File: config.mk
export PLATFORM = sky130hd
export DESIGN_NAME = conv2_scheduler
export DESIGN_NICKNAME = d
export VERILOG_FILES = /design/src/rtl/conv2_pkg.sv /design/src/rtl/conv2_index_counter.sv /design/src/rtl/conv2_scheduler.sv
export SDC_FILE = /design/constraint.sdc
export NUM_CORES = 1
export LEC_CHECK = 0
export ABC_AREA = 1
export BUFFER_PORTS_ARGS = -buffer_cell sky130_fd_sc_hd__buf_2
export CAP_MARGIN = 15
export CELL_PAD_IN_SITES_DETAIL_PLACEMENT = 2
export CELL_PAD_IN_SITES_GLOBAL_PLACEMENT = 2
export CORE_ASPECT_RATIO = 1.2
export CORE_MARGIN = 2
export CORE_UTILIZATION = 35
export DETAILED_ROUTE_END_ITERATION = 8
export PLACE_DENSITY_LB_ADDON = 0.1
export SLEW_MARGIN = 30
export SYNTH_ARGS = -nofsm -noshare
export SYNTH_HDL_FRONTEND = slang
export SYNTH_HIERARCHICAL = 1
export SYNTH_SLANG_ARGS = --single-unit
File: constraint.sdc
create_clock -name clk -period 4.4 [get_ports clk]
set_clock_uncertainty 0.2 [all_clocks]
set_input_delay 0.22 -clock clk [delete_from_list [all_inputs] [get_ports clk]]
set_output_delay 0.22 -clock clk [all_outputs]
set_load 0.02 [all_outputs]
File: src/rtl/conv2_pkg.sv
`default_nettype none
// +----------------------------------------------------------------------------+
// | Package    : conv2_pkg                                                     |
// | Purpose    : Shared types and default dimensions for the second            |
// |              convolution layer scheduler (2 ch x 14x14 in, 2 kernels of    |
// |              2x5x5, 2 maps of 10x10 out).                                  |
// | Contents   : conv2_state_e FSM encoding, default dimension constants,      |
// |              index-width helper.                                           |
// | Revision   : 1.0  initial release                                          |
// +----------------------------------------------------------------------------+
package conv2_pkg;

  typedef enum logic [2:0] {
    IDLE  = 3'd0,
    ISSUE = 3'd1,
    WAIT  = 3'd2,
    WRITE = 3'd3,
    DONE  = 3'd4
  } conv2_state_e;

  localparam int CONV2_IN_DIM  = 14;
  localparam int CONV2_K_DIM   = 5;
  localparam int CONV2_N_CH    = 2;
  localparam int CONV2_N_KER   = 2;
  localparam int CONV2_OUT_DIM = CONV2_IN_DIM - CONV2_K_DIM + 1;

  // Width of an index counting 0..n-1, never narrower than one bit.
  function automatic int idx_width(input int n);
    return (n <= 2) ? 1 : $clog2(n);
  endfunction

endpackage
`default_nettype wire

File: src/rtl/conv2_index_counter.sv
`default_nettype none
// +----------------------------------------------------------------------------+
// | Module     : conv2_index_counter                                           |
// | Purpose    : Nested ker/row/col/ch loop counter (ch innermost).            |
// | Ports      : clk, rst (async, active high)                                 |
// |              clear   - force all indices to 0                              |
// |              inc_ch  - advance to the next input channel                   |
// |              inc_pix - ch to 0 and advance col/row/ker with wrap           |
// |              ker,row,col,ch - current indices                              |
// |              last_ch  - ch is the final channel                            |
// |              last_pix - ker/row/col address the final output pixel         |
// | Revision   : 1.0  initial release                                          |
// +----------------------------------------------------------------------------+
module conv2_index_counter
  import conv2_pkg::*;
#(
  parameter int OUT_DIM = CONV2_OUT_DIM,
  parameter int N_CH    = CONV2_N_CH,
  parameter int N_KER   = CONV2_N_KER,
  parameter int CW      = $clog2(CONV2_OUT_DIM),
  parameter int CHW     = idx_width(CONV2_N_CH),
  parameter int KW      = idx_width(CONV2_N_KER)
) (
  input  logic           clk,
  input  logic           rst,
  input  logic           clear,
  input  logic           inc_ch,
  input  logic           inc_pix,
  output logic [KW-1:0]  ker,
  output logic [CW-1:0]  row,
  output logic [CW-1:0]  col,
  output logic [CHW-1:0] ch,
  output logic           last_ch,
  output logic           last_pix
);

  logic last_col;
  logic last_row;
  logic last_ker;

  assign last_col = (col == CW'(OUT_DIM - 1));
  assign last_row = (row == CW'(OUT_DIM - 1));
  assign last_ker = (ker == KW'(N_KER - 1));
  assign last_ch  = (ch == CHW'(N_CH - 1));
  assign last_pix = last_ker && last_row && last_col;

  always_ff @(posedge clk or posedge rst) begin
    if (rst) begin
      ker <= '0;
      row <= '0;
      col <= '0;
      ch  <= '0;
    end else if (clear) begin
      ker <= '0;
      row <= '0;
      col <= '0;
      ch  <= '0;
    end else if (inc_pix) begin
      ch <= '0;
      if (last_col) begin
        col <= '0;
        if (last_row) begin
          row <= '0;
          ker <= last_ker ? '0 : ker + KW'(1);
        end else begin
          row <= row + CW'(1);
        end
      end else begin
        col <= col + CW'(1);
      end
    end else if (inc_ch) begin
      ch <= ch + CHW'(1);
    end
  end

endmodule
`default_nettype wire

File: src/rtl/conv2_scheduler.sv
`default_nettype none
// +----------------------------------------------------------------------------+
// | Module     : conv2_scheduler                                               |
// | Purpose    : Time-multiplexes one 5x5 window-convolution unit over the     |
// |              whole conv2 layer: per output pixel, one window request per   |
// |              input channel, channel partials summed, pixel written out.    |
// | Ports      : clk, rst (async, active high), start / busy / done            |
// |              win_valid/win_ready + win_ker/ch/row/col : window request     |
// |              res_valid/res_data : partial result of outstanding request   |
// |              wr_en + wr_ker/row/col/data : output pixel write             |
// | Options    : CONV2_SCHED_RELU_EN - apply two's-complement ReLU to wr_data  |
// | Revision   : 1.0  initial release                                          |
// +----------------------------------------------------------------------------+
module conv2_scheduler
  import conv2_pkg::*;
#(
  parameter  int BITWIDTH = 32,
  parameter  int IN_DIM   = CONV2_IN_DIM,
  parameter  int K_DIM    = CONV2_K_DIM,
  parameter  int N_CH     = CONV2_N_CH,
  parameter  int N_KER    = CONV2_N_KER,
  localparam int OUT_DIM  = IN_DIM - K_DIM + 1,
  localparam int CW       = $clog2(OUT_DIM),
  localparam int CHW      = idx_width(N_CH),
  localparam int KW       = idx_width(N_KER)
) (
  input  logic                clk,
  input  logic                rst,
  input  logic                start,
  output logic                busy,
  output logic                done,
  output logic                win_valid,
  input  logic                win_ready,
  output logic [KW-1:0]       win_ker,
  output logic [CHW-1:0]      win_ch,
  output logic [CW-1:0]       win_row,
  output logic [CW-1:0]       win_col,
  input  logic                res_valid,
  input  logic [BITWIDTH-1:0] res_data,
  output logic                wr_en,
  output logic [KW-1:0]       wr_ker,
  output logic [CW-1:0]       wr_row,
  output logic [CW-1:0]       wr_col,
  output logic [BITWIDTH-1:0] wr_data
);

  conv2_state_e state;
  conv2_state_e state_next;

  logic clear;
  logic inc_ch;
  logic inc_pix;

  logic [KW-1:0]       ker;
  logic [CW-1:0]       row;
  logic [CW-1:0]       col;
  logic [CHW-1:0]      ch;
  logic                last_ch;
  logic                last_pix;

  logic [BITWIDTH-1:0] acc;
  logic [BITWIDTH-1:0] acc_sum;
  logic [BITWIDTH-1:0] pix_value;
  // Remembers whether the pixel now being written was the final one,
  // because the counter has already moved past it during WRITE.
  logic                last_r;

  // The counter advances to the next pixel on the WAIT->WRITE edge, so that
  // during WRITE it already holds the indices the following ISSUE needs.
  conv2_index_counter #(
    .OUT_DIM (OUT_DIM),
    .N_CH    (N_CH),
    .N_KER   (N_KER),
    .CW      (CW),
    .CHW     (CHW),
    .KW      (KW)
  ) u_idx (
    .clk      (clk),
    .rst      (rst),
    .clear    (clear),
    .inc_ch   (inc_ch),
    .inc_pix  (inc_pix),
    .ker      (ker),
    .row      (row),
    .col      (col),
    .ch       (ch),
    .last_ch  (last_ch),
    .last_pix (last_pix)
  );

  assign acc_sum = (ch == '0) ? res_data : acc + res_data;

`ifdef CONV2_SCHED_RELU_EN
  assign pix_value = acc_sum[BITWIDTH-1] ? '0 : acc_sum;
`else
  assign pix_value = acc_sum;
`endif

  always_ff @(posedge clk or posedge rst) begin
    if (rst) begin
      state <= IDLE;
    end else begin
      state <= state_next;
    end
  end

  always_comb begin
    state_next = state;
    clear      = 1'b0;
    inc_ch     = 1'b0;
    inc_pix    = 1'b0;
    case (state)
      IDLE: begin
        if (start) begin
          state_next = ISSUE;
          clear      = 1'b1;
        end
      end
      ISSUE: begin
        if (win_ready) begin
          state_next = WAIT;
        end
      end
      WAIT: begin
        if (res_valid) begin
          if (last_ch) begin
            state_next = WRITE;
            inc_pix    = 1'b1;
          end else begin
            state_next = ISSUE;
            inc_ch     = 1'b1;
          end
        end
      end
      WRITE: begin
        state_next = last_r ? DONE : ISSUE;
      end
      DONE: begin
        state_next = IDLE;
      end
      default: begin
        state_next = IDLE;
      end
    endcase
  end

  // Registered outputs: strobes follow the next state so they line up with
  // the state they describe; index fields only load when a strobe begins.
  always_ff @(posedge clk or posedge rst) begin
    if (rst) begin
      busy      <= 1'b0;
      done      <= 1'b0;
      win_valid <= 1'b0;
      wr_en     <= 1'b0;
      win_ker   <= '0;
      win_ch    <= '0;
      win_row   <= '0;
      win_col   <= '0;
      wr_ker    <= '0;
      wr_row    <= '0;
      wr_col    <= '0;
      wr_data   <= '0;
      acc       <= '0;
      last_r    <= 1'b0;
    end else begin
      busy      <= (state_next != IDLE);
      done      <= (state_next == DONE);
      win_valid <= (state_next == ISSUE);
      wr_en     <= (state_next == WRITE);

      if (state == IDLE && start) begin
        win_ker <= '0;
        win_ch  <= '0;
        win_row <= '0;
        win_col <= '0;
      end else if (state == WAIT && res_valid && !last_ch) begin
        win_ch <= ch + CHW'(1);
      end else if (state == WRITE && !last_r) begin
        win_ker <= ker;
        win_ch  <= ch;
        win_row <= row;
        win_col <= col;
      end

      if (state == WAIT && res_valid) begin
        acc <= acc_sum;
        if (last_ch) begin
          wr_ker  <= ker;
          wr_row  <= row;
          wr_col  <= col;
          wr_data <= pix_value;
          last_r  <= last_pix;
        end
      end
    end
  end

endmodule
`default_nettype wire

---- Word level (Yosys, flattened, before mapping) ----
Index checks and enable logic that the tools add are counted.
cells by class
  add/subtract/negate cells ............... 5
  eq/ne operators ......................... 9
  muxes and demuxes ....................... 42
  reductions and logical operators ........ 20
operators with widths
  cell                                                              count
  4-bit two-way mux                                                 13
  32-bit adder                                                      1
  32-bit two-way mux                                                1
  1-bit two-way mux                                                 22
  3-bit two-way mux                                                 4
  3-bit case mux with 4 select lines                                1
  3-bit by 2-bit == test with 1-bit output (second input constant)  3
  3-bit nonzero test                                                3
  4-bit by 1-bit adder with 4-bit output (second input constant)    2
  4-bit == test (second input constant)                             2
  2-bit nonzero test                                                4
  3-bit by 1-bit == test with 1-bit output (second input constant)  2
  1-bit logical AND                                                 6
  2-bit AND reduction                                               3
  3-bit == test (second input constant)                             1
  3-bit logical NOT                                                 1
  3-bit AND reduction                                               1
  1-bit adder (second input constant)                               2
  1-bit logical NOT                                                 2
  2-bit two-way mux                                                 1
  2-bit != test (second input constant)                             1
word-level totals
  bits in registers ....................... 101
  input bits .............................. 37
  output and inout port bits .............. 55
  logic and storage cells ................. 95

---- Depth between registers and ports, before layout ----
  word-level depth ........................ 6
  mapped depth ............................ 15
  gate-level depth less buffers ........... 15

---- Cells and area by module ----
Netlist, hierarchy kept.
by module, submodules not included
  module               times used  cells each  area each (um2)  seq. area each (um2)
  conv2_scheduler      1           928         6322.3           2277.2
  conv2_index_counter  1           70          601.8            250.2

---- Worst setup path before layout ----
Ideal clock, no wire load.
  path type ............................... reg2reg
  from .................................... register acc[0]
  to ...................................... register acc[24]
  library setup time ...................... 117 ps
  data arrival time ....................... 1749 ps
  data required time ...................... 4083 ps
  slack ................................... 2334 ps
  stages on the path, launching flop included .. 13
  buffers on the path ..................... 0
  period minus slack after synthesis ...... 2066 ps
  path through ............................ dfrtp_1 -> ha_1 -> fa_1 -> nand3_1 -> nand3_1 -> nand2_1 -> nand2_1 -> nand3_1 -> nand3_1 -> nand2_1 -> nand3_1 -> nand3_1 -> nand2_1
on the way
  word-level cells in the longest chain between the ends .. 2
ends and longest elaborated chain
  item                    line                    source
  start, declared         conv2_scheduler.sv:61   logic [BITWIDTH-1:0] acc;
  start signal, assigned  conv2_scheduler.sv:186  acc <= acc_sum;
  32-bit adder            conv2_scheduler.sv:91   assign acc_sum = (ch == '0) ? res_data : acc + res_data;
  32-bit two-way mux      conv2_scheduler.sv:91
Every way passes these cells.
A chain may end at the register's enable or synchronous reset.

---- Final worst setup path ----
  from .................................... input res_data[0]
  to ...................................... register wr_data[28]
on the way
  word-level cells in the longest chain between the ends .. 2
ends and longest elaborated chain
  item                  line                    source
  start, declared       conv2_scheduler.sv:39   input logic [BITWIDTH-1:0] res_data,
  32-bit adder          conv2_scheduler.sv:91
  32-bit two-way mux    conv2_scheduler.sv:91
  end signal, assigned  conv2_scheduler.sv:191  wr_data <= pix_value;
  end, declared         conv2_scheduler.sv:44   output logic [BITWIDTH-1:0] wr_data
Every way passes these cells.

==> impl_results.md <==
* Share of layout cells above drive strength 1 at 0.178
* Final Critical Period at 2.74 ns
* Clk_lat worst skew at 0.38 ns
* Placement Cell Area at 7560 µm²
* Via density at 4.96
* GPL Wtd Cong at 0.827
* Sequential share of the synthesized area at 0.365
* Total routed wirelength at 23,500 µm
* Fill cell count at 2,413
* N_diodes at 0
* Row count at 56
* Final period utilization at 0.622
* Die X at 132 µm
* Worst min path class: in -> reg
* Remaining antenna violation count at 0
* Comb power frac at 0.565
* Setup Crit Path Kind: in -> reg
* FF-to-FF Start: state[1]
* WP data arrival at 2.79 ns
* Cell Pwr Density at 690 nW/µm²
* Vert. Die Dim at 158 µm
* Reg power frac at 0.278
* Initial antenna violation count at 0
* Root Driver: clkbuf_16
* Final setup viols at 0
* Placed cell count at 1,330
* Post-Syn Nets at 1,071
* Setup tns final at 0 ns
* Max-Cap Viols at 0
* Net Sw Power at 0.00280 W
* Cell count of the worst reg-to-reg path at 13
* Gr usage total at 0.233
* Port Buffers at 91
* Initial DRC Count at 193
* Largest net degree at the start of global routing at 68
* Critical path depth in cells at 14
* Fin. max-slew vios at 0
* Leak at 4.58 nW
* H-tree depth at 3
* Vias at 6,724
* Clock share of power at 0.157
* DIE AREA at 20,900 µm²
* Crit-path max cell delay at 0.54 ns
* RSZ-0062 raised after global routing: false
* Post-cts resize count at 0
* # IOs at 92
* Worst path bufs/invs at 2
* Clock sink total at 101
* CTS Buffer Depth at 2
* Switching share of power at 0.508
* Max-Slew Margin vs Limit at 0.462
* Detailed Routing Iterations Pass 1 at 4
* Slowest stage cell on the critical path: dlygate4sd3_1
* Status: finished, final reports clean
* Yosys cell types at 40
* Initial Util at 0.355
* Crit path capture type: flop
* CP Launch Type: input port
* Final hold viol count at 0
* Synth Cell Area at 6920 µm²
* Commonest non-fill, non-tap cell in the layout: nand2_1
* Mapped Avg Cell Area at 6.94 µm²
* Most frequent cells in the layout: 367 x nand2_1, 141 x inv_1, 100 x dfrtp_1
* VDD IR max at 0.285 mV
* Syn Inst Count at 998
* Cell Chain, Critical Path: dlygate4sd3_1 -> buf_2 -> ha_1 -> fa_1 -> nand3_1 -> nand3_1 -> nand3_1 -> nand3_2 -> nand2_1 -> nand2_1 -> nand2_1 -> nand3_1 -> nand3_1 -> nand2_1
* Highest Clock Rate at 365 MHz
* Area Growth Syn to Fin at 15.3%
* # DRC at 0
* Worst Setup EP: wr_data[28]
* Core area at 19,500 µm²
* Top delay family on crit path: simple AND/OR/NAND/NOR gates
* Design Power at 0.00551 W
* Non-Filler Instances at 1,357
* Crit path max fanout at 5
* CTS tree: yes
* YS warnings at 6
* Nets at 1,164
* CTS buffer count at 9
* Least-Margin Pin Slew at 0.807 ns
* RR Endpoint: u_idx/col[2]
* Hpwl dp at 17,800 µm
* Overflow after GRT at 0
* Vias in the first global route at 7,297
* Final instance area at 7980 µm²
* Slack of the worst reg-to-reg path at 1.69 ns
* Synthesized flop and latch total at 101
* Critical Path Most Common Cell: nand3_1
* CP required at 4.45 ns
* Routed len/inst at 17.3 µm
* CTS clk-pin slew, worst paths at 0.09 ns
* Int Power at 0.00271 W
* First-pass GRT wire length at 38,300 µm
* Crit path from: res_data[0]
-- worst min path at each step --
stage	end	depth (start not counted)	from	slack (ns)
5_1_grt	wr_data[11]	4	res_data[11]	0.03
3_3_place_gp	u_idx/col[1]	2	rst	0.07
4_1_cts	acc[10]	4	res_data[10]	0.004
3_5_place_dp	u_idx/col[3]	2	rst	0.07
6_report	acc[10]	4	res_data[10]	0.003
2_1_floorplan	u_idx/ch	1	rst	-0.14
-- Yosys cell counts --
cell type / instances / share of area
fa_1: 1 / 0.0029
clkbuf_1: 6 / 0.0033
nand4_1: 5 / 0.0045
ha_1: 35 / 0.063
dfrtp_1: 101 / 0.37
o211ai_1: 4 / 0.0043
a21oi_1: 23 / 0.017
or2_2: 21 / 0.019
o21bai_1: 3 / 0.0033
inv_2: 12 / 0.0065
inv_1: 142 / 0.077
nor3_2: 2 / 0.0029
o21ai_2: 8 / 0.010
nand2_2: 16 / 0.014
clkbuf_2: 1 / 0.00072
nand2_1: 367 / 0.20
or2_1: 1 / 0.00090
buf_6: 6 / 0.0098
o21ai_1: 13 / 0.0094
buf_4: 5 / 0.0054
buf_2: 3 / 0.0022
clkbuf_8: 2 / 0.0040
xnor2_1: 13 / 0.016
nor2_2: 6 / 0.0054
nand3_4: 1 / 0.0025
o21ai_0: 22 / 0.016
a211oi_2: 1 / 0.0018
nand3_2: 11 / 0.016
nor4_1: 1 / 0.00090
nor2_4: 1 / 0.0016
a21o_1: 2 / 0.0022
nand3_1: 87 / 0.063
buf_1: 1 / 0.00054
inv_4: 1 / 0.00090
o22ai_1: 1 / 0.00090
nand2_4: 2 / 0.0033
nor2_1: 54 / 0.029
a31oi_1: 7 / 0.0063
nor3_1: 7 / 0.0051
xor2_1: 3 / 0.0038
-- area by class of cell --
cell class	instances	area [µm²]	share of cell area
multi-input combinational	718	3630	0.455
sequential	101	2530	0.317
timing repair buffer	106	596	0.0746
inverter	155	587	0.0735
tap	261	327	0.0409
clock buffer	9	225	0.0282
clock inverter	7	86.3	0.0108
-- layer usage --
metal	wire length (µm)	global-route usage	vias up
met3	568	0.0243	27
met4	451	0.0732	0
met2	12000	0.424	87
met5	0	0	-
met1	10500	0.290	3332
li1	-	-	3278
-- power groups by stage --
stage	Combinational (W)	Sequential [W]	Clock [W]
2_1_floorplan	0.00200	0.00171	0
3_3_place_gp	0.00300	0.00153	0
3_5_place_dp	0.00313	0.00155	0
4_1_cts	0.00317	0.00154	0.000892
5_1_grt	0.00353	0.00158	0.000920
6_report	0.00311	0.00153	0.000866
-- flip-flops by register name, summed over array words and instances, names as in the netlist, 3 cells and up --
| name | count |
|---|---|
| acc | 32 |
| state | 3 |
| u_idx/col | 4 |
| u_idx/row | 4 |
| win_col | 4 |
| win_row | 4 |
| wr_col | 4 |
| wr_data | 32 |
| wr_row | 4 |
-- kinds of logic (layout without fill, tap and decap cells) --
group / after synthesis / after routing / synth area share
adders and majority gates: 36 / 36 / 0.0661
xor gates and xnor gates: 16 / 16 / 0.0202
DFF: 101 / 101 / 0.365
AOI/OAI and AO/OA: 84 / 84 / 0.0708
and+or+nand+nor: 582 / 582 / 0.368
buffers and inverters: 179 / 277 / 0.110
-- tightest hold or removal path: stages --
cell and delay, ns:
buf_2 0.09, or2_2 0.11, nand3_1 0.07, nand2_1 0.05
-- repair_timing --
item                       4_1_cts  5_1_grt
buffers inserted                 0        0
hold endpoints to repair        83        0
setup endpoints to repair        0        0
hold buffers                    11        0
-- through the flow --
step           setup slack, ns  hold WS, ns   util
4_1_cts                   1.67      0.00380  0.410
5_1_grt                   1.48       0.0300  0.410
2_1_floorplan             1.62       -0.140      -
6_report                  1.66      0.00334  0.410
3_5_place_dp              1.69       0.0747  0.388
3_3_place_gp              1.79       0.0706  0.388
Power figures use the tool's default switching activity.
